==> src/rtl/lane_pkg.sv <==
// Shared types and the set-bit search used by the lane sequencer.
// The search walks the mask from the top down so the lowest qualifying lane wins.
package lane_pkg;

  localparam int LANES  = 16;
  localparam int LANE_W = 16;

  typedef logic [LANE_W-1:0] lane_t;
  typedef logic [3:0]        lane_idx_t;

  typedef enum logic {
    IDLE = 1'b0,
    SEND = 1'b1
  } state_t;

  typedef struct packed {
    logic      found;
    lane_idx_t idx;
  } lane_sel_t;

  // Lowest set bit of m at or above position 'from'; found=0 when none exists.
  // A 'from' past the top lane yields found=0, so the pointer can never wrap.
  function automatic lane_sel_t find_set(input logic [LANES-1:0] m, input int from);
    lane_sel_t r;
    r = '0;
    for (int i = LANES - 1; i >= 0; i--) begin
      if (m[i] && (i >= from)) begin
        r.found = 1'b1;
        r.idx   = lane_idx_t'(i);
      end
    end
    return r;
  endfunction

endpackage

==> src/rtl/lane_sequencer_if.sv <==
// Upstream word handshake and downstream lane-beat handshake of the lane sequencer.
// master = the environment driving words in and taking beats out; slave = the sequencer.
interface lane_sequencer_if #(
  parameter int LANES  = 16,
  parameter int LANE_W = 16
);

  logic                      in_valid;
  logic                      in_ready;
  logic [LANES*LANE_W-1:0]   in_data;
  logic [LANES-1:0]          in_mask;
  logic                      out_valid;
  logic                      out_ready;
  logic [LANE_W-1:0]         out_data;
  logic [$clog2(LANES)-1:0]  out_lane;
  logic                      out_last;
  logic                      drop;

  modport master (
    output in_valid, in_data, in_mask, out_ready,
    input  in_ready, out_valid, out_data, out_lane, out_last, drop
  );

  modport slave (
    input  in_valid, in_data, in_mask, out_ready,
    output in_ready, out_valid, out_data, out_lane, out_last, drop
  );

endinterface

==> src/rtl/lane_mux.sv <==
// Combinational 16:1 lane select out of a captured result word.
module lane_mux
  import lane_pkg::*;
(
  input  logic [LANES*LANE_W-1:0] word,
  input  lane_idx_t               sel,
  output lane_t                   lane
);

  always_comb begin
    lane = '0;
    case (sel)
      4'd0:    lane = word[ 0*LANE_W +: LANE_W];
      4'd1:    lane = word[ 1*LANE_W +: LANE_W];
      4'd2:    lane = word[ 2*LANE_W +: LANE_W];
      4'd3:    lane = word[ 3*LANE_W +: LANE_W];
      4'd4:    lane = word[ 4*LANE_W +: LANE_W];
      4'd5:    lane = word[ 5*LANE_W +: LANE_W];
      4'd6:    lane = word[ 6*LANE_W +: LANE_W];
      4'd7:    lane = word[ 7*LANE_W +: LANE_W];
      4'd8:    lane = word[ 8*LANE_W +: LANE_W];
      4'd9:    lane = word[ 9*LANE_W +: LANE_W];
      4'd10:   lane = word[10*LANE_W +: LANE_W];
      4'd11:   lane = word[11*LANE_W +: LANE_W];
      4'd12:   lane = word[12*LANE_W +: LANE_W];
      4'd13:   lane = word[13*LANE_W +: LANE_W];
      4'd14:   lane = word[14*LANE_W +: LANE_W];
      4'd15:   lane = word[15*LANE_W +: LANE_W];
      default: lane = '0;
    endcase
  end

endmodule

==> src/rtl/lane_sequencer.sv <==
// Serialises the enabled lanes of each accepted result word into one beat per
// cycle, lowest lane first; all-zero masks are dropped with a one-cycle pulse.
module lane_sequencer #(
  parameter int LANES  = 16,
  parameter int LANE_W = 16
) (
  input  logic             clk,
  input  logic             reset,
  lane_sequencer_if.slave  bus
);

  lane_pkg::state_t        state_p0;
  logic [LANES*LANE_W-1:0] word_p0;
  logic [LANES-1:0]        mask_p0;
  lane_pkg::lane_idx_t     ptr_p0;
  logic                    drop_p0;

  lane_pkg::lane_sel_t     first_sel;
  lane_pkg::lane_sel_t     next_sel;
  lane_pkg::lane_t         lane_val;
  logic                    sending;
  logic                    last;
  logic                    beat;
  logic                    rdy;
  logic                    accept;

  lane_mux u_mux (
    .word (word_p0),
    .sel  (ptr_p0),
    .lane (lane_val)
  );

  always_comb begin
    first_sel = lane_pkg::find_set(bus.in_mask, 0);
    next_sel  = lane_pkg::find_set(mask_p0, int'(ptr_p0) + 1);
    sending   = (state_p0 == lane_pkg::SEND);
    last      = sending && !next_sel.found;
    beat      = sending && bus.out_ready;
    // A new word may land on the same edge that retires the final beat.
    rdy       = !reset && (!sending || (last && bus.out_ready));
    accept    = bus.in_valid && rdy;
  end

  assign bus.in_ready  = rdy;
  assign bus.out_valid = sending;
  assign bus.out_data  = sending ? lane_val : '0;
  assign bus.out_lane  = sending ? ptr_p0 : '0;
  assign bus.out_last  = last;
  assign bus.drop      = drop_p0;

  // Stage p0: capture word/mask and walk the lane pointer.
  always_ff @(posedge clk) begin
    if (reset) begin
      state_p0 <= lane_pkg::IDLE;
      ptr_p0   <= '0;
      mask_p0  <= '0;
      word_p0  <= '0;
      drop_p0  <= 1'b0;
    end else begin
      drop_p0 <= 1'b0;
      if (accept) begin
        word_p0 <= bus.in_data;
        mask_p0 <= bus.in_mask;
        if (first_sel.found) begin
          state_p0 <= lane_pkg::SEND;
          ptr_p0   <= first_sel.idx;
        end else begin
          state_p0 <= lane_pkg::IDLE;
          ptr_p0   <= '0;
          drop_p0  <= 1'b1;
        end
      end else if (beat) begin
        if (last) begin
          state_p0 <= lane_pkg::IDLE;
        end else begin
          ptr_p0 <= next_sel.idx;
        end
      end
    end
  end

endmodule

==> src/flat_wrapper.sv <==
// flat-port wrapper written by rule: the top's interface ports become plain ports
module lane_sequencer_flat 
#(
  parameter int LANES  = 16,
  parameter int LANE_W = 16
)
  (clk, reset, bus_in_valid, bus_in_data, bus_in_mask, bus_out_ready, bus_in_ready, bus_out_valid, bus_out_data, bus_out_lane, bus_out_last, bus_drop);
  lane_sequencer_if #(.LANES(LANES), .LANE_W(LANE_W)) bus_i ();
  input  logic clk;
  input  logic reset;
  input wire logic [$bits(bus_i.in_valid)-1:0] bus_in_valid;
  input wire logic [$bits(bus_i.in_data)-1:0] bus_in_data;
  input wire logic [$bits(bus_i.in_mask)-1:0] bus_in_mask;
  input wire logic [$bits(bus_i.out_ready)-1:0] bus_out_ready;
  output wire logic [$bits(bus_i.in_ready)-1:0] bus_in_ready;
  output wire logic [$bits(bus_i.out_valid)-1:0] bus_out_valid;
  output wire logic [$bits(bus_i.out_data)-1:0] bus_out_data;
  output wire logic [$bits(bus_i.out_lane)-1:0] bus_out_lane;
  output wire logic [$bits(bus_i.out_last)-1:0] bus_out_last;
  output wire logic [$bits(bus_i.drop)-1:0] bus_drop;
  assign bus_i.in_valid = bus_in_valid;
  assign bus_i.in_data = bus_in_data;
  assign bus_i.in_mask = bus_in_mask;
  assign bus_i.out_ready = bus_out_ready;
  assign bus_in_ready = bus_i.in_ready;
  assign bus_out_valid = bus_i.out_valid;
  assign bus_out_data = bus_i.out_data;
  assign bus_out_lane = bus_i.out_lane;
  assign bus_out_last = bus_i.out_last;
  assign bus_drop = bus_i.drop;
  lane_sequencer #(.LANES(LANES), .LANE_W(LANE_W)) u_core (.clk(clk), .reset(reset), .bus(bus_i));
endmodule
==> config.mk <==
export PLATFORM = sky130hd
export DESIGN_NAME = lane_sequencer_flat
export DESIGN_NICKNAME = d
export VERILOG_FILES = /design/src/rtl/lane_pkg.sv /design/src/rtl/lane_sequencer_if.sv /design/src/rtl/lane_mux.sv /design/src/rtl/lane_sequencer.sv /design/src/flat_wrapper.sv
export SDC_FILE = /design/constraint.sdc
export NUM_CORES = 1
export LEC_CHECK = 0
export ABC_AREA = 1
export CAP_MARGIN = 30
export CELL_PAD_IN_SITES_DETAIL_PLACEMENT = 1
export CELL_PAD_IN_SITES_GLOBAL_PLACEMENT = 2
export CORE_ASPECT_RATIO = 0.7
export CORE_MARGIN = 3
export CORE_UTILIZATION = 25
export DETAILED_ROUTE_END_ITERATION = 12
export GPL_ROUTABILITY_DRIVEN = 0
export HOLD_SLACK_MARGIN = 0.15
export PLACE_DENSITY = 0.76
export SYNTH_ARGS = -nofsm -noshare
export SYNTH_HDL_FRONTEND = slang
export SYNTH_SLANG_ARGS = --single-unit
==> constraint.sdc <==
create_clock -name clk -period 2.5 [get_ports clk]
set_clock_uncertainty 0.05 [all_clocks]
set_input_delay 0.5 -clock clk [delete_from_list [all_inputs] [get_ports clk]]
set_output_delay 0.5 -clock clk [all_outputs]
set_load 0.01 [all_outputs]
==> results of run 1 <==
[worst min path at each step]
stage | slack, ps | cells after the start | end
final | 400 | 2 | u_core.word_p0[124]$_SDFFE_PP0P_
after global routing | 430 | 3 | u_core.word_p0[6]$_SDFFE_PP0P_
after CTS | 390 | 3 | u_core.word_p0[6]$_SDFFE_PP0P_
after detailed placement | 400 | 2 | u_core.word_p0[69]$_SDFFE_PP0P_
after global placement | 390 | 2 | u_core.word_p0[66]$_SDFFE_PP0P_
after floorplan | 370 | 2 | u_core.word_p0[128]$_SDFFE_PP0P_
[what timing repair did]
item	4_1_cts	5_1_grt
endpoints found under the setup margin	298	300
pin swaps	53	40
setup buffers	29	17
gates resized for setup	397	145
cloned	3	1
hold buffers	0	0
[worst max-delay path, delay by kind of cell, from the launching register on]
family,cells,cell delay [ps]
buffers and inverters,6,910
flip-flops,1,400
AO/OA/AOI/OAI,2,360
adder cells (fa/ha/maj),1,170
AND/OR/NAND/NOR,2,130
[power by group through the flow]
stage	combinational (W)	sequential [W]	clock (W)
2_1_floorplan	0.000915	0.00493	0
3_3_place_gp	0.00201	0.00496	0
3_5_place_dp	0.00204	0.00497	0
4_1_cts	0.00233	0.00488	0.00426
5_1_grt	0.00268	0.00491	0.00444
6_report	0.00248	0.00488	0.00418
[sequential cells by signal (all words and copies together) (netlist names)]
signal / count
u_core.mask_p0: 16
u_core.word_p0: 256
u_core.bus.out_valid: 1
u_core.bus.drop: 1
u_core.ptr_p0: 4
[cells by family (layout without fill, tap and decap cells)]
logic type                 after synthesis  count (layout)  synth area share
AOI/OAI and AO/OA                      643             643             0.285
adders and majority gates                5               5           0.00521
buffers and inverters                  407             873             0.143
DFF                                    278             278             0.464
other                                    0               1                 0
and+or+nand+nor                        273             273             0.103
[layout make-up]
cell class,instances,area share
multi-input combinational,921,0.315
sequential,278,0.281
clock buffer,41,0.0408
clock inverter,9,0.00359
antenna,1,0.000126
inverter,295,0.0576
timing repair buffer,528,0.264
tap,612,0.0385
[per-stage QoR]
stage,setup WS [ps],utilization,std cells
after floorplan,42.8,-,1606
after global placement,-689,0.361,2596
after detailed placement,-770,0.361,2596
after CTS,-609,0.411,2674
after global routing,-748,0.424,2685
final,-604,0.424,2685
[cell usage in the layout, fill, tap and decap left out, types with 8 or more instances in the layout]
| cell | instances |
|---|---|
| inv_1 | 274 |
| o21ai_1 | 71 |
| inv_2 | 11 |
| o21ai_2 | 41 |
| dfxtp_1 | 274 |
| nor4_4 | 27 |
| nand2_1 | 106 |
| a31oi_2 | 8 |
| clkbuf_1 | 8 |
| buf_2 | 12 |
| nand2_2 | 19 |
| o22ai_4 | 18 |
| clkdlybuf4s50_1 | 281 |
| nor2_1 | 32 |
| buf_6 | 42 |
| o22ai_2 | 48 |
| a21oi_1 | 242 |
| o22ai_1 | 43 |
| nand3_1 | 47 |
| buf_4 | 157 |
| clkbuf_16 | 30 |
| o21ai_0 | 151 |
| buf_12 | 27 |
[layer usage]
layer  vias up  track usage  share of wire
met4         2       0.0312          0.017
met2       271        0.336           0.45
met1      6338        0.301           0.48
li1       6290            -              -
met3        56       0.0359          0.050
met5         -            0        0.00023
==> run metrics, run 1 <==
outcome finished with violations; failing checks setup timing; # IOs 300; CTS clock-pin slew for the worst setup and hold paths 60 ps; Mean Syn Cell Area 7.47 um2; core area 0.0469 mm2; RSZ-0062 raised after global routing true; fmax 0.322 GHz; clock power share 0.362; Clock Tree Buf Depth 3; Vias 13000; Worst EP required 1950 ps; Tmin final 3100 ps; Final Total Pwr 0.0115 W; DR pass1 iterations 5; switching power about 0.0034 W; multi-input logic area 0.00626 mm2; worst flop-to-flop path endpoint u_core.word_p0[160]$_SDFFE_PP0P_; Routed Antenna Nets 0; cells after synthesis 1606; synth cell count leaders inv_1, dfxtp_1, o21ai_0; gr ovfl total 0; Cell Area, Synth 0.0120 mm2; Seq cells post-synth 278; internal power between 0.008 and 0.009 W; Seq. cell area 0.00558 mm2; clock root buffer clkbuf_16; Worst VDD drop about 0.00045 V; post-DP HPWL between 40000 and 50000 um; share of layout cells above drive strength 1 0.253; largest cells by area after synthesis dfxtp_1, o21ai_0, a21oi_1; reg2reg start u_core.ptr_p0[1]$_SDFFE_PP0P_; later-pin clock latency in the skew report 570 ps; Worst Setup Start Kind flop; initial antenna violation count 2; worst endpoint data arrival time 2550 ps; largest net degree at the start of global routing 94; Worst Setup Path Type reg -> out; Max FO, Critical Path 10; worst setup path end bus_out_data[5]; global-route wire length before repair 81300 um; Die Ht 189 um; number of synthesized flops with an enable pin 0; area leader, netlist dfxtp_1; TritonCTS clock tree built; ys flop type dfxtp_1; combinational power share 0.215; Cell variety after synth 34; measured slew at the worst slew-check pin roughly 530 ps; DRT iter0 DRCs 807; Routed WL 55900 um; syn_nets around 1900; DP Area 0.0169 mm2; drt drc 0; Final Instance Area 0.0199 mm2; WHS 404 ps; Vias/cell between 4 and 5; hold crit path type reg -> reg; ys async rst share 0; Final Net Count 2334; final worst slack -604 ps; most numerous cell in the Yosys netlist inv_1; sequential fraction of the synthesis area 0.464; hold path start u_core.word_p0[124]$_SDFFE_PP0P_; die area 0.0507 mm2; max-slew violation count 0; max_slew headroom 0.649; worst setup path start u_core.ptr_p0[1]$_SDFFE_PP0P_; Initial Utilization 0.256; Port Buffers 299; vias in the first global route roughly 13000; DIE WIDTH ~270 um; max_cap viols 0; part of the power in registers 0.423; Max H-tree Level 1; Worst Setup End Kind output pin; WL/cell 20.8 um; Sw Ratio 0.290; Final Hold Viols 0; post-synth top area share 0.464; power per cell area about 580 mW/mm2; R2R depth 19; setup TNS -70550 ps; std cell rows 66; slowest stage delay, CP ~400 ps; Sinks on Clock Net 278; area grow syn2layout 65.7%; Setup-failing EPs final around 300; Filler Cell Count approximately 5500; cell mode on critical path buf_4; Pleak roughly 7.6 nW; fin crit share 1.24; gr usage total 0.210; critical path's slowest cell dfxtp_4; CP Cell Sequence buf_6 -> ha_4 -> nand2_2 -> buf_12 -> buf_8 -> o22ai_1 -> buf_4 -> nor4_4 -> buf_4 -> a31oi_1 -> buf_2; Synth Warn # 0; reg2reg setup slack -350 ps; total CTS buffers 29
Note: power is estimated with default switching activity, not from simulation.
==> inputs of run 2 (changes only) <==
- CELL_PAD_IN_SITES_DETAIL_PLACEMENT: 1 -> 2
- PLACE_DENSITY: 0.76 -> default
- PLACE_DENSITY_LB_ADDON: default -> 0.05
==> run 2 against run 1 <==
  * The run still ends with setup timing left
  * Final cell count increased by 4.1%
  * Setup slack got worse by 400 ps
  * Sequential power about the same
  * Maximum frequency decreased by 11%
  * Critical path depth increased by 11
  * Clock-buffer cell count increased by 6
  * Critical path type is now reg -> reg
  * Largest power group unchanged
  * Flip-flop and latch count unchanged
  * Highest routed layer is now met4
  * Hold slack improved by 7.1 ps
  * Combinational power increased by 43%
==> run metrics, run 2 (same netlist as run 1, synthesis figures left out) <==
outcome finished with violations (unchanged); failing checks setup timing (unchanged); Top Registers u_core.word_p0: 256 flops, u_core.mask_p0: 16 flops, u_core.ptr_p0: 4 flops (unchanged); drt drc 0 (unchanged); share of layout cells above drive strength 1 0.430 (was 0.253); Sinks on Clock Net 278 (unchanged); Seq. cell area 0.00558 mm2 (unchanged); Clock Tree Buf Depth 3 (unchanged); Top reg by flops u_core.word_p0 (unchanged); max-slew violation count 0 (unchanged); # IOs 300 (unchanged); clock root buffer clkbuf_16 (unchanged); Worst EP required 2910 ps (was 1950 ps); total CTS buffers 31 (was 29); Final Net Count 2439 (was 2334); gr usage total 0.242 (was 0.210); Tmin final 3510 ps (was 3100 ps); Vias/cell 5.12 (was 4.83); fin crit share 1.40 (was 1.24); final worst slack -1010 ps (was -604 ps); initial antenna violation count 1 (was 2); max_slew headroom 0.608 (was 0.649); Final Hold Viols 0 (unchanged); Worst VDD drop 0.000499 V (was 0.000451 V); post-DP HPWL 45900 um (was 42400 um); Max H-tree Level 1 (unchanged); setup TNS -232170 ps (was -70550 ps); core area 0.0469 mm2 (unchanged); largest net degree at the start of global routing 65 (was 94); Final Core Density 0.505 (was 0.424); global-route wire length before repair 92600 um (was 81300 um); DRT iter0 DRCs 785 (was 807); Pleak 9.10 nW (was 7.61 nW); DIE WIDTH 268 um (unchanged); hold crit path type reg -> reg (unchanged); die area 0.0507 mm2 (unchanged); DR pass1 iterations 7 (was 5); Worst Setup Path Type reg -> reg (was reg -> out); CP Cell Sequence buf_6 -> inv_2 -> nand4_1 -> nand2_4 -> nor2_4 -> inv_2 -> nor2_1 -> inv_1 -> nand4_1 -> nor3_4 -> nand2_2 -> o21ai_2 -> buf_4 -> buf_6 -> nand3_4 -> buf_12 -> buf_16 -> buf_6 -> nand3_1 -> nand2_1 -> nor2_1 -> nor2_1 (was buf_6 -> ha_4 -> nand2_2 -> buf_12 -> buf_8 -> o22ai_1 -> buf_4 -> nor4_4 -> buf_4 -> a31oi_1 -> buf_2); critical path's top delay family simple AND/OR/NAND/NOR gates (was buffers and inverters); multi-input logic area 0.00784 mm2 (was 0.00626 mm2); Port Buffers 299 (unchanged); slowest stage delay, CP 360 ps (was 400 ps); Worst Setup Start Kind flop (unchanged); Initial Utilization 0.256 (unchanged); most frequent cells in the layout clkdlybuf4s50_1, inv_1, dfxtp_1, buf_4, o21ai_2 (was clkdlybuf4s50_1, inv_1, dfxtp_1, a21oi_1, buf_4); area grow syn2layout 97.4% (was 65.7%); Worst Setup End Kind flop (was output pin); gr ovfl total 0 (unchanged); Routed Antenna Nets 0 (unchanged); worst endpoint data arrival time 3920 ps (was 2550 ps); Setup-failing EPs final 300 (was 299); fmax 0.285 GHz (was 0.322 GHz); TritonCTS clock tree built (unchanged); Filler Cell Count 4711 (was 5451); Die Ht 189 um (unchanged); max FFs per register 256 (unchanged); Final Total Pwr 0.0131 W (was 0.0115 W); WL/cell 27.7 um (was 20.8 um); Routed WL 77500 um (was 55900 um); commonest non-fill, non-tap cell in the layout clkdlybuf4s50_1 (unchanged); Max FO, Critical Path 8 (was 10); Post-CTS Hold Buffers 0 (unchanged); vias in the first global route 14500 (was 13400); std cell rows 66 (unchanged); measured slew at the worst slew-check pin 588 ps (was 526 ps); crit path buf inv count 9 (was 6); power per cell area 553 mW/mm2 (was 580 mW/mm2); later-pin clock latency in the skew report 580 ps (was 570 ps); critical path's slowest cell dfxtp_4 (unchanged); Vias 14300 (was 13000); max_cap viols 0 (unchanged); RSZ-0062 raised after global routing true (unchanged); CTS clock-pin slew for the worst setup and hold paths 70 ps (was 60 ps)
run 2: worst paths after layout:
path | cells after the start | slack [ps] | to | from
hold / removal | 2 | 410 | u_core.word_p0[192]$_SDFFE_PP0P_ | u_core.word_p0[192]$_SDFFE_PP0P_
setup reg to reg | 22 | -1010 | u_core.ptr_p0[2]$_SDFFE_PP0P_ | u_core.ptr_p0[3]$_SDFFE_PP0P_
setup / recovery | 22 | -1010 | u_core.ptr_p0[2]$_SDFFE_PP0P_ | u_core.ptr_p0[3]$_SDFFE_PP0P_
hold reg to reg | 2 | 410 | u_core.word_p0[192]$_SDFFE_PP0P_ | u_core.word_p0[192]$_SDFFE_PP0P_
run 2: final cells by class:
type	instances	area share
Tap cell	612	0.0323
Clock buffer	47	0.0395
Clock inverter	9	0.00243
Sequential cell	278	0.236
Timing Repair Buffer	631	0.311
Multi-Input combinational cell	921	0.331
Inverter	295	0.0484
Antenna cell	1	0.000106
run 2: metrics by stage:
stage                     setup slack (ps)  cells  area (um2)  hold WS [ps]
final                                -1010   2794       23700           411
after global routing                 -1130   2794       23700           440
after CTS                             -716   2697       19900           405
after detailed placement              -742   2604       17000           398
after global placement                -685   2604       17000           390
after floorplan                       42.8   1606       12000           375
run 2: repair_timing:
item | 4_1_cts | 5_1_grt
setup buffers | 42 | 55
resized for setup | 467 | 672
setup endpoints to repair | 300 | 299
gates cloned | 9 | 47
hold endpoints to repair | 0 | 0
pin swaps | 53 | 129
run 2: worst reg2reg max path, stage by stage, from the launching register on:
cell     delay (ps)
dfxtp_4         360
buf_6           130
inv_2            50
nand4_1         150
nand2_4         160
nor2_4          100
inv_2            70
nor2_1           30
inv_1           110
nand4_1         190
nor3_4          280
nand2_2         110
o21ai_2         170
buf_4           140
buf_6           100
nand3_4         150
buf_12          210
buf_16          170
buf_6           140
nand3_1          70
nand2_1         110
nor2_1          230
nor2_1           80
run 2: power breakdown:
| group | switching, W | total [W] | internal [W] |
|---|---|---|---|
| clock | 0.00206 | 0.00463 | 0.00257 |
| combinational | 0.00189 | 0.00355 | 0.00166 |
| sequential | 0.000149 | 0.00491 | 0.00476 |
| total | 0.00410 | 0.0131 | 0.00899 |
run 2: per-layer routing:
metal / up-vias / part of all wire / track usage
met5: - / 0 / 0
met4: 0 / 0.020 / 0.0430
met3: 92 / 0.041 / 0.0392
met2: 331 / 0.49 / 0.395
met1: 7349 / 0.45 / 0.341
li1: 6524 / - / -
